### config.mk
export PLATFORM = sky130hd
export DESIGN_NAME = counter_run_ctrl_flat
export DESIGN_NICKNAME = d
export VERILOG_FILES = /design/src/rtl/counter_run_if.sv /design/src/rtl/counter_run_ctrl.sv /design/src/flat_wrapper.sv
export SDC_FILE = /design/constraint.sdc
export NUM_CORES = 1
export LEC_CHECK = 0
export BUFFER_PORTS_ARGS = -buffer_cell sky130_fd_sc_hd__buf_2
export CAP_MARGIN = 0
export CELL_PAD_IN_SITES_DETAIL_PLACEMENT = 1
export CELL_PAD_IN_SITES_GLOBAL_PLACEMENT = 1
export CORE_ASPECT_RATIO = 1.2
export CORE_MARGIN = 1.5
export CORE_UTILIZATION = 41
export DETAILED_ROUTE_END_ITERATION = 10
export PLACE_DENSITY_LB_ADDON = 0.08
export SETUP_SLACK_MARGIN = 0.3
export SLEW_MARGIN = 20
export SYNTH_ARGS = -nofsm -noshare
export SYNTH_HDL_FRONTEND = slang
export SYNTH_SLANG_ARGS = --single-unit
### constraint.sdc
create_clock -name clk -period 2.35 [get_ports clk]
set_input_delay 0.47 -clock clk [delete_from_list [all_inputs] [get_ports clk]]
set_output_delay 0.47 -clock clk [all_outputs]
set_load 0.01 [all_outputs]
### src/rtl/counter_run_if.sv
// Bus bundle between the run controller and its environment: raw button,
// counter feedback and the controller's run/status outputs.
interface counter_run_if #(
   parameter int unsigned N = 8
);
   logic         btn;
   logic [N-1:0] count_in;
   logic         start;
   logic         busy;
   logic         done;
   logic         aborted;
   logic [7:0]   runs;

   modport master (
      output btn, count_in,
      input  start, busy, done, aborted, runs
   );

   modport slave (
      input  btn, count_in,
      output start, busy, done, aborted, runs
   );
endinterface

### src/rtl/counter_run_ctrl.sv
// Run controller for a free-running counter: debounced push-button start/abort,
// automatic stop at LIMIT, done pulse, sticky abort flag and saturating run tally.
module counter_run_ctrl #(
   parameter int unsigned N          = 8,
   parameter int unsigned DEB_CYCLES = 4,
   parameter int unsigned LIMIT      = 200
) (
   input logic          clk,
   input logic          rst_n,
   counter_run_if.slave bus
);

   localparam int unsigned DEB_W    = 8;
   localparam int unsigned RUNS_W   = 8;
   localparam logic [DEB_W-1:0]  DEB_LAST  = DEB_W'(DEB_CYCLES - 1);
   localparam logic [N-1:0]      LIMIT_VAL = N'(LIMIT);
   localparam logic [RUNS_W-1:0] RUNS_MAX  = '1;

   typedef enum logic [1:0] {
      IDLE  = 2'd0,
      RUN   = 2'd1,
      DONE  = 2'd2,
      ABORT = 2'd3
   } state_t;

   state_t             state;
   state_t             state_nx;
   logic               s1;
   logic               s2;
   logic               btn_db;
   logic               btn_db_d;
   logic [DEB_W-1:0]   deb_cnt;
   logic               press_c;
   logic               start_q;
   logic               busy_q;
   logic               done_q;
   logic               aborted_q;
   logic               aborted_nx;
   logic [RUNS_W-1:0]  runs_q;
   logic [RUNS_W-1:0]  runs_nx;

   // Two-flop synchronizer followed by a stability-count debouncer.
   always_ff @(posedge clk or negedge rst_n) begin
      if (!rst_n) begin
         s1       <= 1'b0;
         s2       <= 1'b0;
         btn_db   <= 1'b0;
         btn_db_d <= 1'b0;
         deb_cnt  <= '0;
      end else begin
         s1       <= bus.btn;
         s2       <= s1;
         btn_db_d <= btn_db;
         if (s2 == btn_db) begin
            deb_cnt <= '0;
         end else if (deb_cnt == DEB_LAST) begin
            btn_db  <= s2;
            deb_cnt <= '0;
         end else begin
            deb_cnt <= deb_cnt + DEB_W'(1);
         end
      end
   end

   assign press_c = btn_db & ~btn_db_d;

   // Next-state and next-status decode; limit match outranks an abort press.
   always_comb begin
      state_nx   = state;
      aborted_nx = aborted_q;
      runs_nx    = runs_q;
      unique case (state)
         IDLE: begin
            if (press_c) begin
               state_nx   = RUN;
               aborted_nx = 1'b0;
            end
         end
         RUN: begin
            if (bus.count_in == LIMIT_VAL) begin
               state_nx = DONE;
               if (runs_q != RUNS_MAX) begin
                  runs_nx = runs_q + RUNS_W'(1);
               end
            end else if (press_c) begin
               state_nx   = ABORT;
               aborted_nx = 1'b1;
            end
         end
         DONE:    state_nx = IDLE;
         ABORT:   state_nx = IDLE;
         default: state_nx = IDLE;
      endcase
   end

   // State and registered outputs, decoded from next-state.
   always_ff @(posedge clk or negedge rst_n) begin
      if (!rst_n) begin
         state     <= IDLE;
         start_q   <= 1'b0;
         busy_q    <= 1'b0;
         done_q    <= 1'b0;
         aborted_q <= 1'b0;
         runs_q    <= '0;
      end else begin
         state     <= state_nx;
         start_q   <= (state_nx == RUN);
         busy_q    <= (state_nx == RUN);
         done_q    <= (state_nx == DONE);
         aborted_q <= aborted_nx;
         runs_q    <= runs_nx;
      end
   end

   assign bus.start   = start_q;
   assign bus.busy    = busy_q;
   assign bus.done    = done_q;
   assign bus.aborted = aborted_q;
   assign bus.runs    = runs_q;

endmodule

### src/flat_wrapper.sv
// flat-port wrapper written by rule: the top's interface ports become plain ports
module counter_run_ctrl_flat 
#(
   parameter int unsigned N          = 8,
   parameter int unsigned DEB_CYCLES = 4,
   parameter int unsigned LIMIT      = 200
)
  (clk, rst_n, bus_btn, bus_count_in, bus_start, bus_busy, bus_done, bus_aborted, bus_runs);
  counter_run_if #(.N(N)) bus_i ();
  input logic clk;
  input logic rst_n;
  input wire logic [$bits(bus_i.btn)-1:0] bus_btn;
  input wire logic [$bits(bus_i.count_in)-1:0] bus_count_in;
  output wire logic [$bits(bus_i.start)-1:0] bus_start;
  output wire logic [$bits(bus_i.busy)-1:0] bus_busy;
  output wire logic [$bits(bus_i.done)-1:0] bus_done;
  output wire logic [$bits(bus_i.aborted)-1:0] bus_aborted;
  output wire logic [$bits(bus_i.runs)-1:0] bus_runs;
  assign bus_i.btn = bus_btn;
  assign bus_i.count_in = bus_count_in;
  assign bus_start = bus_i.start;
  assign bus_busy = bus_i.busy;
  assign bus_done = bus_i.done;
  assign bus_aborted = bus_i.aborted;
  assign bus_runs = bus_i.runs;
  counter_run_ctrl #(.N(N), .DEB_CYCLES(DEB_CYCLES), .LIMIT(LIMIT)) u_core (.clk(clk), .rst_n(rst_n), .bus(bus_i));
endmodule
Word-level counts from Yosys, hierarchy flattened
Index checks and enable logic that the tools add are counted.
{ "totals": {"register_bits": 25, "latchBits": 0, "mem_bits_rw": 0, "mem_bits_ro": 0, "inputBits": 11, "output_inout_bits": 12, "word_cells": 43, "mem_count": 0} }
{ "op_classes": {"addsub": 2, "multipliers": 0, "div": 0, "magnitude_cmp": 0, "eq_ne": 12, "shift": 0, "mux": 10, "n_bitwise": 3, "n_reduce_logical": 6} }
{ "op_table": {"columns": ["operator", "count"], "rows": [
  ["adder 8 x 1 -> 8 bit (second input constant)", 2],
  ["2-to-1 mux 8 bit", 2],
  ["equality test 8 x 2 -> 1 bit (second input constant)", 1],
  ["equality test 8 bit (second input constant)", 1],
  ["!= test 8 bit (second input constant)", 1],
  ["equality test 2 bit (second input constant)", 3],
  ["2-to-1 mux 2 bit", 3],
  ["case mux 2 bit (3 select lines)", 1],
  ["equality test 2 x 1 -> 1 bit (second input constant)", 2],
  ["!= test 2 x 1 -> 1 bit (second input constant)", 2],
  ["AND reduction 4 bit", 1],
  ["2-to-1 mux 1 bit", 3],
  ["AND reduction 3 bit", 1],
  ["zero test 2 bit", 1],
  ["!= test 2 bit (second input constant)", 1],
  ["inverter 1 bit", 2],
  ["case mux 1 bit (2 select lines)", 1],
  ["AND reduction 2 bit", 1],
  ["nonzero test 2 bit", 1],
  ["OR reduction 2 bit", 1],
  ["AND 1 bit", 1],
  ["equality test 1 bit", 1]
]} }

Logic depth before layout (Yosys ltp)
Gate-level depths: netlist of the first run.
{ "logic_depth": {"ltp_word": 6, "depth_mapped": 6, "ltp_nobuf": 5} }

Worst setup path before layout of the first run
OpenSTA, ideal clock, no wires.
{ "synth_path": {"path_kind": "input -> register", "startpoint": "input bus_count_in[1]", "endpoint": "register u_core.runs_q[1], in the netlist u_core.bus.runs[1]", "arrival_time_ps": 2056, "required_ps": 2222, "slack_ps": 166, "cell_stages": 5, "n_path_buf": 1, "path_cell_list": "or4b_1 > or4_1 > buf_2 > nor2_1 > mux2_1"} }
{ "synth_between": {"elab_chain_len": 2} }
{ "synth_lines": {"columns": ["element", "line", "source"], "rows": [
  ["start: declaration", "flat_wrapper.sv:13", "input wire logic [$bits(bus_i.count_in)-1:0] bus_count_in;"],
  ["equality test 8 bit", "counter_run_ctrl.sv:80", "if (bus.count_in == LIMIT_VAL) begin"],
  ["AND reduction 3 bit (no source line)", null, null],
  ["end signal: assignment", "counter_run_ctrl.sv:111", "runs_q <= runs_nx;"],
  ["end: declaration", "counter_run_ctrl.sv:39", "logic [RUNS_W-1:0] runs_q;"]
]} }
No other way between the ends.
A chain may end at the register's enable or synchronous reset.

Final worst setup path of the first run
{ "layout_path": {"startpoint": "input bus_count_in[1]", "endpoint": "register u_core.runs_q[3], in the netlist u_core.bus.runs[3]"} }
Same word-level chain as after synthesis.

==> results of run 1 <==
report_power, final:
part	switching, mW	internal [mW]	total (mW)	leakage [nW]
Clock	0.119	0.0663	0.185	0.0150
Sequential	0.0553	0.504	0.559	0.331
Combinational	0.123	0.103	0.226	0.308
flip-flops by register name (all words and copies together) (netlist names):
register and flops:
u_core.btn_db_d 1, u_core.bus.done 1, u_core.bus.start 1, u_core.bus.runs 8, u_core.btn_db 1, u_core.state 2, u_core.bus.aborted 1, u_core.s1 1
u_core.s2 1, u_core.deb_cnt 8
routing by layer:
| layer | vias up | GRT usage | part of all wire |
|---|---|---|---|
| met5 | - | 0 | 0 |
| met4 | 0 | 0.0833 | 0.015 |
| met3 | 4 | 0.0303 | 0.028 |
| met2 | 14 | 0.314 | 0.57 |
| met1 | 417 | 0.185 | 0.39 |
| li1 | 376 | - | - |
final timing paths:
check                              startpoint  slack, ns                 end
max                           bus_count_in[1]       0.41  u_core.bus.runs[3]
min                                     rst_n       0.12  u_core.bus.aborted
max reg2reg                u_core.bus.runs[0]       0.48  u_core.bus.runs[1]
min reg2reg                         u_core.s1       0.36           u_core.s2
max in group asynchronous               rst_n       1.87           u_core.s1
min in group clk                      bus_btn       0.26           u_core.s1
Yosys cell counts, types with 3 or more instances:
cell type,instances,area (um2)
a21oi_1,3,15.0
and3_1,3,18.8
dfrtp_1,25,626
nand2_1,6,22.5
nand2b_1,3,18.8
nand3_1,5,25.0
nor2_1,8,30.0
nor3_1,4,20.0
xnor2_1,3,26.3
xor2_1,9,78.8
cell type report:
cell class	instances	area (um2)	area share
tap	33	41.3	0.0324
clock buffer	4	26.3	0.0206
multi-input combinational	65	448	0.352
sequential	25	626	0.491
inverter	2	7.51	0.00589
timing repair buffer	24	125	0.0982
cell families after synthesis:
group,synth area share
simple gates,0.220
flops,0.578
xor+xnor,0.0971
compound gates,0.0324
buf+inv,0.0185
mux,0.0312
fa+ha+maj,0.0231
timing repair:
action / CTS / global route
setup endpoints to repair: 2 / 0
endpoints found under the hold margin: 0 / 0
gates resized for setup: 1 / 0
hold buffers: 0 / 0
==> key figures, run 1 <==
Outcome
  • Status: complete, no violations

Clock network
  • Clock sinks: 25
  • Setup Fix Bufs, Post-CTS: 0
  • Htree depth: 1
  • CTS Buf Count: 3
  • Worst-Skew Late Latency: 0.31 ns
  • Clock transition at the registers of the reported paths: 0.13 ns
  • Clk buf depth: 2
  • Root Driver: clkbuf_4
  • CTS tree: done

Layout
  • Most frequent cells in the layout: 25 x dfrtp_1, 22 x buf_2, 9 x xor2_1
  • Post-Layout Inst Area: about 0.0013 mm2
  • Area grow syn2layout: 17.7%
  • Layout Nets: 134
  • Fill cells: ~290
  • Number of diodes: 0
  • Util after Layout: 0.504
  • Non-Filler Instances: ~150
  • Share of cells above drive strength 1: 0.283
  • Commonest non-fill, non-tap cell in the layout: dfrtp_1

Logic synthesis
  • Synth Flop Type: dfrtp_1
  • Number of synthesized flops with an enable pin: 0
  • Yosys cell types: 29
  • Synth warnings: 0
  • Async set or reset register ratio after synthesis: 1.00
  • Avg Cell Area, Syn: approximately 12 um2
  • Post-synthesis cell area: between 0.001 and 0.0015 mm2
  • Register bit total from synthesis: 25
  • Syn nets: around 110
  • Mapped Cells: between 90 and 100
  • Seq/Total Area, Yosys: 0.578

Worst setup path
  • Slowest CP cell: or4b_1
  • Crit Path Category: primary input to register
  • Cells on worst reg2reg path: 5
  • Critical path startpoint category: primary input
  • Critical Path Sink Type: register
  • Critical Path RT: 2.59 ns
  • Critical Path Stages: 6
  • Critical path, cell by cell: buf_2 > or4b_1 > or4_4 > buf_4 > nor3_1 > xor2_1
  • Cell family with most CP delay: simple AND/OR/NAND/NOR gates
  • CP arrival: 2.18 ns
  • Maximum fanout along the worst path: 7
  • CP Buf/Inv Count: 2
  • CP peak stage delay: between 0.5 and 0.6 ns

Die
  • Die width: approximately 50 um
  • # IOs: 23
  • Core area: between 0.002 and 0.003 mm2
  • Die height: just under 60 um
  • Starting density of the core: 0.428
  • DIE AREA: 0.00296 mm2
  • Row Count: 20

Flow run
  • Max Cap Violations: 0

Power and ir drop
  • Power Dens Cells: between 700 and 800 mW/mm2
  • P_leak: ~0.65 nW
  • Total power: 0.970 mW
  • IR drop worst, VDD: roughly 360 uV

Detailed routing
  • Routed vias: slightly above 800
  • Pre-antenna DRT Iters: 4
  • Iteration-0 DRC Markers: 11
  • Final wirelength: between 2000 and 2500 um
  • Final antenna-violating net count: 0
  • # DRC: 0
  • Drt wl/cell: about 14 um
  • Routed vias/inst: 5.30

STA
  • Final Hold Viols: 0
  • Count of final setup violators: 0
  • Final critical-path required period: just under 2 ns
  • Slew HR: 0.569
  • Setup TNS: 0 ns
  • Final slew viol count: 0
  • PnR worst setup slack: 0.407 ns
  • RSZ-0062 raised after global routing: false
  • Worst-case clock skew: between 0.002 and 0.0025 ns
  • Period utilization: 0.827
  • Fmax: a little over 0.5 GHz
  • Fin Hold WS: ~0.12 ns
  • Worst-Margin Slew: ~0.64 ns

GRT
  • Vias in the first global route: between 800 and 900
  • Grt total ovfl: 0
  • Maximum number of pins on one net before global-route repair: 26
  • Global-route wire length before repair: between 3000 and 4000 um
  • Initial antenna violation count: 0
  • Global-route usage over all layers: 0.169

Place
  • Gpl congestion: just over 0.7
  • Placed wire-length estimate: 1620 um
  • Post-place setup slack: -0.0705 ns
  • I/O Buffers: 22
  • DP Area: around 0.0012 mm2
  • Placed cells: 149

Worst hold path
  • Hold Crit Class: primary input to asynchronous set/reset pin
(Power assumes the default switching activity.)
==> inputs of run 2 (changes only) <==
Settings changed: CORE_UTILIZATION 41 to 37.
Clock period 2.35 ns to 1.7 ns, I/O delays scaled along.
==> key figures, run 2 (synthesized netlist as in run 1, its figures left out) <==
Clock network
  • Clock sinks: 25
  • CTS hold repair buffers: 0
  • Worst-Skew Late Latency: roughly 0.31 ns
  • CTS tree: done
  • Clock transition at the registers of the reported paths: ~0.14 ns
  • CTS Buf Count: 3
  • Root Driver: clkbuf_4
  • Htree depth: 1
  • Clk buf depth: 2

Die
  • Starting density of the core: 0.389
  • Die width: ~52 um
  • Die height: about 62 um
  • Row Count: 21
  • DIE AREA: between 0.003 and 0.004 mm2
  • Core area: ~0.0028 mm2
  • # IOs: 23

STA
  • RSZ-0062 raised after global routing: true
  • PnR worst setup slack: -0.0720 ns
  • Fmax: 0.564 GHz
  • Fin Hold WS: -0.00330 ns
  • Worst-case clock skew: just under 0.01 ns
  • Final critical-path required period: 1.77 ns
  • Worst-Margin Slew: about 0.57 ns
  • Count of final setup violators: 4
  • Final slew viol count: 0
  • Slew HR: 0.617
  • Period utilization: 1.04
  • Setup TNS: -0.127 ns
  • Final Hold Viols: 5

GRT
  • Maximum number of pins on one net before global-route repair: 26
  • Vias in the first global route: roughly 900
  • Global-route usage over all layers: 0.160
  • Initial antenna violation count: 0
  • Global-route wire length before repair: 3910 um
  • Grt total ovfl: 0

Layout
  • Sequential cell area: between 600 and 700 um2
  • Util after Layout: 0.518
  • Multi-input logic area: ~520 um2
  • Commonest non-fill, non-tap cell in the layout: dfrtp_1
  • Fill cells: between 300 and 400
  • Most frequent cells in the layout: 25 x dfrtp_1, 21 x buf_2, 10 x buf_4
  • Share of cells above drive strength 1: 0.423
  • Layout Nets: around 140
  • Area grow syn2layout: 33.3%
  • Non-Filler Instances: 164
  • Number of diodes: 0

Flow run
  • Max Cap Violations: 0

Place
  • Gpl congestion: 0.737
  • I/O Buffers: 22
  • Placed cells: ~160
  • Placed wire-length estimate: ~1700 um

Worst setup path
  • RR Endpoint: u_core.bus.runs[6]
  • Maximum fanout along the worst path: 7
  • Critical path startpoint category: primary input
  • Critical R2R Launch: u_core.state[0]
  • R2r setup slk: around 0.04 ns
  • Crit Path Category: primary input to register
  • Critical Path RT: ~1.9 ns
  • Cells on worst reg2reg path: 4
  • Critical Path Sink Type: register
  • CP arrival: 1.99 ns

Detailed routing
  • Pre-antenna DRT Iters: 2
  • Final wirelength: around 2300 um
  • Iteration-0 DRC Markers: 1
  • Routed vias: 827
  • # DRC: 0
  • Drt wl/cell: around 14 um
  • Routed vias/inst: between 5 and 6
  • Final antenna-violating net count: 0

Power and ir drop
  • P_leak: about 0.73 nW
  • Internal cell power: ~1.0 mW
  • Clk pwr share: 0.182
  • Total power: 1.44 mW
  • Reg power frac: 0.526
  • Power Dens Cells: approximately 1000 mW/mm2
  • IR drop worst, VDD: between 500 and 600 uV
  • Combinational Power Share: 0.292
  • Net Sw Power: 0.440 mW
  • Sw Share: 0.305

Worst hold path
  • Hold Crit Class: primary input to asynchronous set/reset pin

Outcome
  • Status: finished, violations left
  • Failing checks: hold timing, setup timing
-- run 2: layout make-up --
type | instances | area share
clock buffers | 4 | 0.0182
well taps | 34 | 0.0295
flip-flops and latches | 25 | 0.434
inverters | 2 | 0.00694
repair buffers | 34 | 0.148
multi-input cells | 65 | 0.363
-- run 2: critical path: stages --
cell	delay, ns
buf_6	0.09
or4b_4	0.52
or4_4	0.50
nor3_2	0.21
mux2_1	0.33
-- run 2: repair_timing --
item,CTS,global route
pin swaps,2,2
buffers inserted,0,2
setup endpoints to repair,15,18
resized for setup,11,9
-- run 2: metrics by stage --
step	instance area, um2	worst slack (ns)
floorplan	1100	-0.327
global placement	1310	-0.525
detailed placement	1310	-0.546
CTS	1370	-0.0666
global route	1440	-0.0978
finish	1440	-0.0720
-- run 2: power groups by stage --
stage                     clock [mW]  sequential [mW]  combinational [mW]
after floorplan                    0            0.780               0.212
after global placement             0            0.767               0.375
after detailed placement           0            0.774               0.383
after CTS                      0.281            0.762               0.396
after global routing           0.303            0.775               0.476
final                          0.263            0.758               0.420
-- run 2: worst max-delay path by stage --
stage | slack (ns) | end | from | depth (start not counted)
5_1_grt | -0.1 | u_core.bus.runs[6] | bus_count_in[1] | 5
6_report | -0.07 | u_core.bus.runs[6] | bus_count_in[1] | 5
3_5_place_dp | -0.55 | u_core.bus.runs[6] | bus_count_in[1] | 5
2_1_floorplan | -0.33 | u_core.bus.runs[6] | bus_count_in[1] | 5
3_3_place_gp | -0.52 | u_core.bus.runs[6] | bus_count_in[1] | 5
4_1_cts | -0.07 | u_core.bus.runs[6] | bus_count_in[1] | 5
-- run 2: metal layers --
metal	routed length (um)	part of all wire	GRT usage
met5	0	0	0
met3	51	0.022	0.0216
met4	19	0.0082	0.0673
met2	1330	0.58	0.292
met1	908	0.39	0.175
